===== src/rtl/qerv_lsu_seq.sv =====
// qerv_lsu_seq: load/store sequencer for the bit-serial core.
// It steps the shared data buffer through its store shift-in phase (INIT)
// and its load shift-out phase (RUN). In between it runs one Wishbone
// transfer. It also decodes byte selects and catches misaligned accesses
// before any bus cycle starts.
module qerv_lsu_seq #(
    parameter int BITS_PER_CYCLE = 4
) (
    input  logic       i_clk,
    input  logic       i_rst,
    input  logic       i_mem_req,
    input  logic       i_mem_we,
    input  logic [1:0] i_mem_size,
    input  logic [1:0] i_lsb,
    output logic       o_en,
    output logic       o_init,
    output logic [4:0] o_cnt,
    output logic       o_cnt_done,
    output logic       o_byte_valid,
    output logic       o_load,
    output logic       o_wb_cyc,
    output logic       o_wb_we,
    output logic [3:0] o_wb_sel,
    input  logic       i_wb_ack,
    output logic       o_misalign,
    output logic       o_mem_done
);

    // Width of the sub-step field inside the bit counter.
    // The low LB bits of o_cnt are always zero.
    localparam int LB = $clog2(BITS_PER_CYCLE);

    typedef enum logic [2:0] {
        ST_IDLE = 3'd0,
        ST_INIT = 3'd1,
        ST_BUS  = 3'd2,
        ST_RUN  = 3'd3,
        ST_HOLD = 3'd4
    } state_t;

    state_t     state_r;
    logic [4:0] cnt_r;
    logic       wb_cyc_r;
    logic       wb_we_r;
    logic [3:0] wb_sel_r;

    logic       cnt_last_s;
    logic       active_s;
    logic       misalign_s;
    logic       ack_s;

    // A half access is misaligned when it is on an odd address.
    // A word access (size 2 or 3) is misaligned when it is not on a word boundary.
    function automatic logic misaligned_fn(input logic [1:0] size, input logic [1:0] lsb);
        logic res;
        case (size)
            2'd0:    res = 1'b0;
            2'd1:    res = lsb[0];
            default: res = (lsb != 2'd0);
        endcase
        return res;
    endfunction

    // Byte lanes that the access touches on the 32-bit bus.
    function automatic logic [3:0] sel_fn(input logic [1:0] size, input logic [1:0] lsb);
        logic [3:0] res;
        case (size)
            2'd0:    res = 4'b0001 << lsb;
            2'd1:    res = 4'b0011 << lsb;
            default: res = 4'b1111;
        endcase
        return res;
    endfunction

    // Number of bytes the access carries (1, 2 or 4).
    function automatic logic [2:0] size_bytes_fn(input logic [1:0] size);
        logic [2:0] res;
        case (size)
            2'd0:    res = 3'd1;
            2'd1:    res = 3'd2;
            default: res = 3'd4;
        endcase
        return res;
    endfunction

    // The counter only holds multiples of BITS_PER_CYCLE. So "all upper bits
    // set" is the same test as "last step of the 32-bit phase".
    assign cnt_last_s = &cnt_r[4:LB];
    assign active_s   = (state_r == ST_INIT) || (state_r == ST_RUN);
    // Reset suppresses these pulses. A reset that arrives together with a
    // request or an ack must not report a completion.
    assign misalign_s = (state_r == ST_IDLE) && i_mem_req && !i_rst
                        && misaligned_fn(i_mem_size, i_lsb);
    assign ack_s      = (state_r == ST_BUS) && i_wb_ack && !i_rst;

    // Sequencer state, bit counter and the registered bus-control outputs.
    always_ff @(posedge i_clk) begin
        if (i_rst) begin
            state_r  <= ST_IDLE;
            cnt_r    <= 5'd0;
            wb_cyc_r <= 1'b0;
            wb_we_r  <= 1'b0;
            wb_sel_r <= 4'd0;
        end else begin
            case (state_r)
                ST_IDLE: begin
                    cnt_r <= 5'd0;
                    if (i_mem_req) begin
                        if (misaligned_fn(i_mem_size, i_lsb)) begin
                            state_r <= ST_HOLD;
                        end else if (i_mem_we) begin
                            state_r <= ST_INIT;
                        end else begin
                            state_r  <= ST_BUS;
                            wb_cyc_r <= 1'b1;
                            wb_we_r  <= 1'b0;
                            wb_sel_r <= sel_fn(i_mem_size, i_lsb);
                        end
                    end else begin
                        state_r <= ST_IDLE;
                    end
                end
                ST_INIT: begin
                    if (cnt_last_s) begin
                        cnt_r    <= 5'd0;
                        state_r  <= ST_BUS;
                        wb_cyc_r <= 1'b1;
                        wb_we_r  <= i_mem_we;
                        wb_sel_r <= sel_fn(i_mem_size, i_lsb);
                    end else begin
                        cnt_r <= cnt_r + 5'(BITS_PER_CYCLE);
                    end
                end
                ST_BUS: begin
                    cnt_r <= 5'd0;
                    if (i_wb_ack) begin
                        wb_cyc_r <= 1'b0;
                        wb_we_r  <= 1'b0;
                        wb_sel_r <= 4'd0;
                        state_r  <= i_mem_we ? ST_HOLD : ST_RUN;
                    end else begin
                        state_r <= ST_BUS;
                    end
                end
                ST_RUN: begin
                    if (cnt_last_s) begin
                        cnt_r   <= 5'd0;
                        state_r <= ST_HOLD;
                    end else begin
                        cnt_r <= cnt_r + 5'(BITS_PER_CYCLE);
                    end
                end
                ST_HOLD: begin
                    cnt_r   <= 5'd0;
                    state_r <= ST_IDLE;
                end
                default: begin
                    cnt_r    <= 5'd0;
                    state_r  <= ST_IDLE;
                    wb_cyc_r <= 1'b0;
                    wb_we_r  <= 1'b0;
                    wb_sel_r <= 4'd0;
                end
            endcase
        end
    end

    // Decode the buffer-register controls and the completion pulses.
    // Inputs: current state, counter and the request inputs.
    always_comb begin
        o_en         = active_s;
        o_init       = (state_r == ST_INIT);
        o_cnt_done   = active_s && cnt_last_s;
        o_byte_valid = 1'b0;
        o_load       = ack_s && !i_mem_we;
        o_misalign   = misalign_s;
        o_mem_done   = misalign_s || (ack_s && i_mem_we);
        case (state_r)
            // Shift-in stops early so the store data lands at byte offset i_lsb.
            ST_INIT: o_byte_valid = (({1'b0, cnt_r[4:3]} + {1'b0, i_lsb}) <= 3'd3);
            // Only the loaded bytes are emitted. The core extends the upper bytes.
            ST_RUN: begin
                o_byte_valid = ({1'b0, cnt_r[4:3]} < size_bytes_fn(i_mem_size));
                if (cnt_last_s && !i_rst) begin
                    o_mem_done = 1'b1;
                end else begin
                    o_mem_done = 1'b0;
                end
            end
            default: o_byte_valid = 1'b0;
        endcase
    end

    assign o_cnt    = cnt_r;
    assign o_wb_cyc = wb_cyc_r;
    assign o_wb_we  = wb_we_r;
    assign o_wb_sel = wb_sel_r;

endmodule


===== config.mk =====
export PLATFORM = sky130hd
export DESIGN_NAME = qerv_lsu_seq
export DESIGN_NICKNAME = d
export VERILOG_FILES = /design/src/rtl/qerv_lsu_seq.sv
export SDC_FILE = /design/constraint.sdc
export NUM_CORES = 1
export LEC_CHECK = 0
export CORE_MARGIN = 1.5
export CORE_UTILIZATION = 47
export CTS_CLUSTER_DIAMETER = 40
export DETAILED_ROUTE_END_ITERATION = 6
export GPL_TIMING_DRIVEN = 0
export PLACE_DENSITY = 0.91
export SETUP_SLACK_MARGIN = 0.2
export SYNTH_ARGS = -nofsm -noshare
export SYNTH_HDL_FRONTEND = slang
export SYNTH_SLANG_ARGS = --single-unit

===== constraint.sdc =====
create_clock -name i_clk -period 3.63 [get_ports i_clk]
set_clock_uncertainty 0.1 [all_clocks]
set_input_delay 0.5445 -clock i_clk [delete_from_list [all_inputs] [get_ports i_clk]]
set_output_delay 0.5445 -clock i_clk [all_outputs]
set_load 0.01 [all_outputs]

# Word-level counts from Yosys, hierarchy flattened
# Cells that the tools add are included.
[totals]
input_bits = 9
reg_bits = 14
output_inout_bits = 18
[op_classes]
n_shift = 2
reduce_logical = 22
bitwise_logic = 2
n_addsub = 2
muxes = 35
n_lt_le_gt_ge = 2
eq_ne = 11
[op_table]
columns = ["operator", "n"]
rows = [
  ["two-way mux 3 bit", 7],
  ["two-way mux 4 bit", 5],
  ["one-hot mux 4 bit (4 select lines)", 1],
  ["two-way mux 1 bit", 14],
  ["one-hot mux 3 bit (4 select lines)", 1],
  ["!= test 2 bit (second input constant)", 5],
  ["logical AND 1 bit", 9],
  ["one-hot mux 1 bit (4 select lines)", 2],
  ["one-hot mux 4 bit (2 select lines)", 1],
  ["equality test 3 x 2 -> 1 bit (second input constant)", 2],
  ["one-hot mux 3 bit (2 select lines)", 1],
  ["AND reduction 6 bit", 1],
  ["adder 5 x 3 -> 5 bit (second input constant)", 1],
  ["one-hot mux 1 bit (2 select lines)", 2],
  ["OR reduction 2 bit", 2],
  ["<< shifter 1 x 2 -> 4 bit (first input constant)", 1],
  ["<< shifter 2 x 2 -> 4 bit (first input constant)", 1],
  ["adder 2 x 2 -> 3 bit", 1],
  ["equality test 3 x 1 -> 1 bit (second input constant)", 1],
  ["equality test 3 bit (second input constant)", 1],
  ["<= comparator 3 x 2 -> 1 bit (second input constant)", 1],
  ["zero test 3 bit", 1],
  ["< comparator 2 x 3 -> 1 bit", 1],
  ["AND reduction 3 bit", 1],
  ["10 further kinds", 13],
]

# Longest topological paths before layout
# Gate-level depths: netlist (run 1).
[depth]
ltp_word = 8
depth_mapped = 6
depth_no_buf = 6

# Worst setup path before layout (run 1)
# No wires, ideal clock.
[synth_timing]
kind = "input-to-output"
startpoint = "input i_lsb[0]"
endpoint = "output o_byte_valid"
t_required_ns = 2.985
arrival_time_ns = 1.545
path_buffers = 0
stages = 4
slack_ns = 1.440
path_cell_list = "ha_1 -> fa_1 -> nor2b_1 -> a211oi_1"
[synth_via]
elab_chain_cells = 3
[synth_lines]
columns = ["element", "line_no", "text"]
rows = [
  ["start: declaration", "14", "input logic [1:0] i_lsb,"],
  ["adder 2 x 2 -> 3 bit", "180", "ST_INIT: o_byte_valid = (({1'b0, cnt_r[4:3]} + {1'b0, i_lsb}) <= 3'd3);"],
  ["<= comparator 3 x 2 -> 1 bit", "180", ""],
  ["one-hot mux 1 bit (2 select lines)", "178", "case (state_r)"],
  ["end: declaration", "19", "output logic o_byte_valid,"],
]
# No other way between the ends.

# Worst setup path after layout (run 1)
# Same ends and word-level chain as after synthesis.

==> results of run 1 <==
[through the flow]
step	utilization (%)	instances	power, mW	setup WS [ns]
floorplan	-	91	0.238	1.44
global placement	67.6	130	0.289	0.417
detailed placement	67.6	130	0.294	0.407
CTS	70.0	134	0.400	0.403
global route	70.0	134	0.423	0.315
finish	70.0	134	0.400	0.410
[state kept, by name (all words and copies together), names as in the netlist]
name / count
o_wb_sel: 4
o_cnt: 3
state_r: 3
o_wb_cyc: 1
o_wb_we: 1
[synthesized netlist by cell type (all sizes together)]
cell type | count | area [um2]
mux2i | 5 | 50.1
nor4b | 1 | 8.76
nor2 | 10 | 37.5
a211o | 1 | 10.0
nand4 | 1 | 6.26
and2b | 1 | 7.51
or2b | 1 | 7.51
a21oi | 6 | 30.0
nor3 | 1 | 5.00
nand2 | 3 | 11.3
inv | 2 | 7.51
o21ai | 6 | 30.0
or2 | 3 | 18.8
fa | 1 | 20.0
a21boi | 1 | 18.8
or3b | 1 | 8.76
ha | 4 | 50.1
o21bai | 2 | 15.0
a211oi | 1 | 7.51
nand2b | 8 | 52.6
mux2 | 1 | 15.0
nand3 | 3 | 15.0
nor2b | 3 | 18.8
o211ai | 1 | 21.3
nor4 | 1 | 6.26
dfxtp | 12 | 240
conb | 1 | 3.75
buf | 4 | 33.8
a31oi | 1 | 6.26
and3 | 1 | 6.26
and2 | 3 | 18.8
[critical path, cell delays in order]
cell and delay (ns):
clkdlybuf4s50_1 0.52, ha_1 0.27, fa_1 0.35, nor2b_1 0.13, a211oi_1 0.19, clkdlybuf4s50_1 0.57
[worst min path at each step]
stage          startpoint  endpoint  slack [ns]  cells past startpoint
2_1_floorplan    o_cnt[2]  o_cnt[2]        0.39                      1
3_3_place_gp     o_cnt[2]  o_cnt[2]        0.35                      1
3_5_place_dp     o_cnt[2]  o_cnt[2]        0.36                      1
4_1_cts          o_cnt[2]  o_cnt[2]        0.37                      1
5_1_grt          o_cnt[2]  o_cnt[2]        0.40                      1
6_report         o_cnt[2]  o_cnt[2]        0.36                      1
[metal layers]
layer	GRT usage (%)	share of wire, %	vias to the layer above
met1	23.3	43	347
met5	0	0	-
met2	32.6	51	22
met3	6.67	5.5	2
li1	-	-	362
met4	7.27	0.35	0
[cell families (layout without fill, tap and decap cells)]
| kind of cell | count (synthesis) | count (layout) |
|---|---|---|
| muxes | 6 | 6 |
| adders and majority gates | 5 | 5 |
| AOI/OAI and AO/OA | 19 | 19 |
| and+or+nand+nor | 41 | 41 |
| buffers and inverters | 6 | 33 |
| other | 1 | 2 |
| DFF | 12 | 12 |
[report_power, final]
group	switching [mW]	total [mW]	leakage [nW]	internal (mW)
logic	0.0610	0.134	0.352	0.0729
clock network	0.0488	0.110	0.0210	0.0610
registers	0.0101	0.156	0.0979	0.146
[area by class of cell]
class,count,area [um2]
Clock buffer,4,36.3
Timing Repair Buffer,23,230
Fill cell,130,463
Tap cell,16,20.0
Multi-Input combinational cell,73,510
Inverter,2,7.51
Buffer,4,33.8
Sequential cell,12,240
==> impl_results.md, run 1 <==
* Final setup viols at 0
* Endpoints failing hold at 0
* FF-to-FF Start: o_cnt[3]
* Fin area at 1080 um2
* Antenna-violating nets left at 0
* Hold slack at between 0.3 and 0.4 ns
* Setup Buffers After CTS at 0
* Final setup TNS at 0 ns
* Vias at between 700 and 800
* Die Width at 44.0 um
* Commonest non-fill, non-tap cells in the layout: clkdlybuf4s50_1 (23), dfxtp_1 (12), nor2_1 (10)
* Initial Utilization at about half
* Grt total ovfl at 0
* Yosys cell types at 34
* Number of port buffers at 23
* First-pass GRT wire length at roughly 2.8 mm
* Worst-skew pair later-pin latency at approximately 0.28 ns
* Vias in the first global route at ~650
* Synth Area in Adders at under 10%
* Endpoint class of the critical path: output port
* #FFs+latches synth at 12
* F_max at between 0.3 and 0.4 GHz
* FF-to-FF path depth at 6
* Critical path startpoint category: input pin
* Core Area at around 1500 um2
* DIE AREA at about 1900 um2
* Fin nets at about 130
* Area growth syn-to-layout at 36.8%
* Root buffer cell: clkbuf_4
* Initial antenna violation count at 0
* Syn_area_per_cell at 8.76 um2
* Total CTS buffers at 3
* Cts-stage hold buffer count at 0
* FF-to-FF End: o_wb_cyc
* Crit Path Class: input pin to output port
* Post-Route WL at 1.70 mm
* CP max FO at 7
* RSZ-0062 raised after global routing: false
* Worst-path clk slew at 0.08 ns
* Post-synthesis compound-gate area fraction at approximately 18%
* TritonRoute pass-1 iters at 4
* Clock H-tree levels at 1
* Power per standard cell area at 371 nW/um2
* Main combinational cell family by area after synthesis: simple AND/OR/NAND/NOR gates
* CTS tree: yes
* Post-DR wirelength/cell at between 10 and 15 um
* Post-synthesis mux area share at about 8.3%
* Die Span Y at roughly 44 um
* DR iter-0 viols at 8
* Outcome: completed
* # DRC at 0
* Sequential element share of the synthesized area at between 30 and 40%
* Post-DP HPWL at 1.32 mm
* FF-to-FF setup slack at ~1.7 ns
* Pin count of the biggest net entering global routing at 11
* Ports at 27
* Resize count post-CTS at 0
* FP Rows at 14
* Post-Syn Area at slightly below 800 um2
* Most common cell after layout, fill and taps aside: clkdlybuf4s50_1
* Post-Synth XOR/XNOR Area at 0%
* Tot GR Track Use at roughly a fifth
* Min cycle time layout at between 3 and 4 ns
* Max clock buf depth at 2
* Arr. time, crit path at between 2 and 3 ns
* Fin crit share at around nine tenths
* Peak supply drop at about 0.24 mV
* Post-Synthesis Cells at 90
* Crit path from: i_lsb[0]
* GP Congestion at between 0.8 and 0.9
* Maxcap violations at 0
* Via-to-Cell Ratio at around 5.5
* Area after DPL at approximately 1000 um2
* Worst hold path class: flop to flop
* Layout cells sized above 1 at between 10% and 20%
* Crit path to: o_byte_valid
* Ant diodes at 0
* Slew Limit Fails at 0
* Worst EP required at around 3.0 ns
* Clock sink count at 12
* Synth Warn # at 0
* Static Leak at 0.471 nW
* Simple-gate share of the synthesized area at 29.0%
Note: power is estimated with default switching activity, not from simulation.
==> inputs of run 2 (changes only) <==
==> constraint.sdc (replaced) <==
create_clock -name i_clk -period 3.63 [get_ports i_clk]
set_clock_uncertainty 0.1 [all_clocks]
set_input_delay 0.5445 -clock i_clk [delete_from_list [all_inputs] [get_ports i_clk]]
set_output_delay 0.5445 -clock i_clk [all_outputs]
set_load 0.05 [all_outputs]
==> impl_results.md, run 2 (same netlist as run 1, synthesis figures left out) <==
* Peak supply drop at about 0.24 mV
* CP max FO at 7
* Post-route worst setup slack at approximately 0.39 ns
* Slew Limit Fails at 0
* Max clock buf depth at 2
* Worst hold path class: flop to flop
* Clock H-tree levels at 1
* Arr. time, crit path at ~2.6 ns
* Post-route core utilization at about 70%
* CP max stage delay at about 0.83 ns
* F_max at 0.308 GHz
* Commonest non-fill, non-tap cells in the layout: clkdlybuf4s50_1 (21), dfxtp_1 (12), nor2_1 (10)
* Hold slack at approximately 0.36 ns
* FF-to-FF path depth at 6
* Ports at 27
* M1 GR Usage at a little under a quarter
* First-pass GRT wire length at between 2 and 3 mm
* Vias at 733
* Worst EP required at between 2 and 3 ns
* Post-DP HPWL at 1.32 mm
* Outcome: completed
* Met2 Use GR at approximately a third
* Die Width at between 40 and 50 um
* Cell depth of the worst hold path at 1
* Top cell family by delay on the critical path: buffers and inverters
* Clock sink count at 12
* Vias in the first global route at roughly 650
* Static Leak at a little under 0.5 nW
* Min cycle time layout at between 3 and 4 ns
* GRT met3 Usage at 6.67%
* Gr busiest metal: met2
* Most common cell after layout, fill and taps aside: clkdlybuf4s50_1
* Final setup viols at 0
* Setup Buffers After CTS at 0
* Crit Path Class: input pin to output port
* WP buf/inv at 2
* Cts-stage hold buffer count at 0
* Max-slew headroom at about 66%
* Layout cells sized above 1 at a little over an eighth
* Critical path startpoint category: input pin
* Tot GR Track Use at about a fifth
* Worst path cell trace: clkdlybuf4s50_1, nor2_1, or2_2, nor2_1, clkdlybuf4s50_1
* Slowest-stage cell, CP: clkdlybuf4s50_1
* FP Rows at 14
* # DRC at 0
* FF-to-FF Start: o_cnt[3]
* Die Span Y at 44.0 um
* CP Depth at 5
* Fin crit share at between 80% and 90%
* Core Area at 1540 um2
* RSZ-0062 raised after global routing: false
* Fill count at 130
* Area growth syn-to-layout at 37.0%
* Post-DR wirelength/cell at 12.7 um
* Cells after DPL at 130
* Ant diodes at 0
* Fin area at 1080 um2
* Root buffer cell: clkbuf_4
* Crit path from: i_lsb[1]
* Worst-path clk slew at around 0.08 ns
* Slew @ Worst Pin at 0.509 ns
* Area after DPL at between 1000 and 1500 um2
* CTS tree: yes
* Worst-skew pair later-pin latency at 0.28 ns
* Fin nets at ~130
* Pin count of the biggest net entering global routing at 11
* Dpl ws at between 0.1 and 0.15 ns
* Number of port buffers at 23
* Initial antenna violation count at 0
* Initial Utilization at between 50% and 60%
* DIE AREA at a little under 2000 um2
* Total CTS buffers at 3
* Antenna-violating nets left at 0
* DR iter-0 viols at 8
* Endpoint class of the critical path: output port
* Power consumption at about 450 uW
* Via-to-Cell Ratio at between 5 and 6
* GP Congestion at around 0.87
* Power per standard cell area at about 420 nW/um2
* Endpoints failing hold at 0
* Critical hold path startpoint: o_cnt[2]
* TritonRoute pass-1 iters at 4
* Final std cells w/o fill at around 130
* Maxcap violations at 0
* Max FFs per register at 4
* Final setup TNS at 0 ns
* Post-Route WL at ~1.7 mm
* Grt total ovfl at 0
==> run 2: cell types whose count changed in the layout (fill, tap and decap cells not counted), sizes merged <==
cell	previous run	this run
clkdlybuf4s50	23	21
dlygate4sd2	0	1
dlymetal6s2s	0	1
==> run 2: worst paths after layout <==
check / end / slack (ns)
setup / recovery: o_misalign / 0.39
hold / removal: o_cnt[2] / 0.36
setup reg to reg: o_wb_cyc / 1.65
hold reg to reg: o_cnt[2] / 0.36
==> run 2: area by class of cell <==
cell class / count / area, um2 / area share, %
buffer: 4 / 33.8 / 3.13
tap: 16 / 20.0 / 1.85
clock buffer: 4 / 36.3 / 3.36
sequential: 12 / 240 / 22.2
multi-input combinational: 73 / 510 / 47.3
inverter: 2 / 7.51 / 0.695
timing repair buffer: 23 / 231 / 21.4
==> run 2: timing repair <==
item,CTS,global route
endpoints found under the setup margin,1,1
hold endpoints to repair,0,0
resized for setup,1,1
==> run 2: layer usage <==
metal | up-vias | part of all wire (%)
met3 | 2 | 5.8
met5 | - | 0
met1 | 347 | 43
met2 | 22 | 51
met4 | 0 | 0.35
li1 | 362 | -
==> run 2: power by group <==
part | leakage (nW) | switching, mW | internal (mW) | total (mW)
combinational | 0.373 | 0.112 | 0.0719 | 0.184
clock | 0.0210 | 0.0489 | 0.0610 | 0.110
sequential | 0.0979 | 0.0101 | 0.146 | 0.156
total | 0.492 | 0.171 | 0.279 | 0.451
==> inputs of run 3 (changes only) <==
--- a/config.mk
+++ b/config.mk
@@ -10,6 +10,7 @@
 export CTS_CLUSTER_DIAMETER = 40
 export DETAILED_ROUTE_END_ITERATION = 6
 export GPL_TIMING_DRIVEN = 0
+export MAX_ROUTING_LAYER = met4
 export PLACE_DENSITY = 0.91
 export SETUP_SLACK_MARGIN = 0.2
 export SYNTH_ARGS = -nofsm -noshare
==> impl_results.md, run 3 (same netlist as run 1, synthesis figures left out) <==
* Fin nets at 133
* FP Rows at 14
* GRT met3 Usage at between 6 and 7%
* Area after DPL at 1040 um2
* TritonRoute pass-1 iters at 4
* Worst path cell trace: clkdlybuf4s50_1, nor2_1, or2_2, nor2_1, clkdlybuf4s50_1
* Maxcap violations at 0
* Core Area at ~1500 um2
* FF-to-FF setup slack at 1.65 ns
* Vias in the first global route at between 600 and 700
* Final setup TNS at 0 ns
* F_max at between 0.3 and 0.4 GHz
* Post-Route WL at roughly 1.7 mm
* Ports at 27
* Slew Limit Fails at 0
* Met2 Use GR at 32.9%
* Gr busiest metal: met2
* Endpoints failing hold at 0
* Flop pwr share at about a third
* Clock H-tree levels at 1
* Cell depth of the worst hold path at 1
* Area growth syn-to-layout at 37.0%
* First-pass GRT wire length at 2.83 mm
* Initial antenna violation count at 0
* Sw frac at 37.8%
* FF-to-FF path depth at 6
* Fill count at between 100 and 150
* Clock sink count at 12
* Commonest non-fill, non-tap cells in the layout: clkdlybuf4s50_1 (21), dfxtp_1 (12), nor2_1 (10)
* Via-to-Cell Ratio at between 5 and 6
* Top cell family by delay on the critical path: buffers and inverters
* Root buffer cell: clkbuf_4
* Endpoint class of the critical path: output port
* Worst EP required at ~3.0 ns
* RSZ-0062 raised after global routing: false
* CTS tree: yes
* # DRC at 0
* Static Leak at 0.492 nW
* Worst hold path class: flop to flop
* Worst-path clk slew at around 0.080 ns
* Layout cells sized above 1 at 13.6%
* Max FFs per register at 4
* Peak supply drop at approximately 0.24 mV
* Min cycle time layout at ~3.2 ns
* DR iter-0 viols at 8
* CP Depth at 5
* Setup Buffers After CTS at 0
* Clock power frac at between 20% and 30%
* Grt total ovfl at 0
* Most common cell after layout, fill and taps aside: clkdlybuf4s50_1
* Initial Utilization at about half
* WP buf/inv at 2
* Max-slew headroom at between 60% and 70%
* Tot GR Track Use at around a fifth
* P_int at about 280 uW
* Power per standard cell area at slightly above 400 nW/um2
* CP max stage delay at between 0.8 and 0.9 ns
* Slowest-stage cell, CP: clkdlybuf4s50_1
* Total CTS buffers at 3
* Number of port buffers at 23
* Vias at around 730
* Comb power frac at 41.0%
* Slew @ Worst Pin at between 0.5 and 0.6 ns
* CP max FO at 7
* Post-DR wirelength/cell at ~12 um
* Max clock buf depth at 2
* DIE AREA at 1930 um2
* Fin area at approximately 1100 um2
* Critical path startpoint category: input pin
* Cts-stage hold buffer count at 0
* Worst-skew pair later-pin latency at ~0.28 ns
* Final setup viols at 0
* Fin crit share at around 89%
* GP Congestion at 0.886
* Die Span Y at around 44 um
* Outcome: completed
* Die Width at between 40 and 50 um
* Psw at about 170 uW
* M1 GR Usage at approximately a quarter
* Ant diodes at 0
* Crit Path Class: input pin to output port
* Pin count of the biggest net entering global routing at 11
* Post-DP HPWL at 1.32 mm
* Antenna-violating nets left at 0
* Arr. time, crit path at 2.59 ns
run 3: cell counts in the layout (fill, tap and decap cells not counted):
No cell type changed its count.
run 3: timing repair:
item                                    4_1_cts  5_1_grt
pin swaps                                     0        0
endpoints found under the setup margin        1        1
resized for setup                             1        1
run 3: cell type report:
cell class                 count  area, um2  share of cell area, %
clock buffer                   4       36.3                   3.36
buffer                         4       33.8                   3.13
multi-input combinational     73        510                   47.3
tap                           16       20.0                   1.85
timing repair buffer          23        231                   21.4
sequential                    12        240                   22.2
inverter                       2       7.51                  0.695
run 3: final timing paths:
kind | startpoint | endpoint
setup / recovery | i_lsb[1] | o_misalign
hold / removal | o_cnt[2] | o_cnt[2]
setup reg to reg | o_cnt[3] | o_wb_cyc
hold reg to reg | o_cnt[2] | o_cnt[2]
run 3: metal layers:
layer	up-vias	wire, um
met5	-	0
met1	343	710
met4	0	0
met3	0	99
met2	24	864
li1	361	-
run 3: power by group through the flow:
stage / clock (mW) / sequential (mW) / combinational (mW)
2_1_floorplan: 0 / 0.196 / 0.0939
3_3_place_gp: 0 / 0.158 / 0.182
3_5_place_dp: 0 / 0.160 / 0.185
4_1_cts: 0.109 / 0.157 / 0.185
5_1_grt: 0.120 / 0.158 / 0.196
6_report: 0.108 / 0.156 / 0.184
run 3: per-stage QoR:
step           std cells  hold WS [ns]  total power [mW]  setup slack (ns)  util, %
2_1_floorplan         91         0.417             0.290             0.567        -
5_1_grt              134         0.404             0.474             0.305     70.0
6_report             134         0.364             0.449             0.392     70.0
3_5_place_dp         130         0.356             0.345             0.140     67.6
4_1_cts              134         0.366             0.451             0.219     69.9
3_3_place_gp         130         0.347             0.340             0.150     67.6
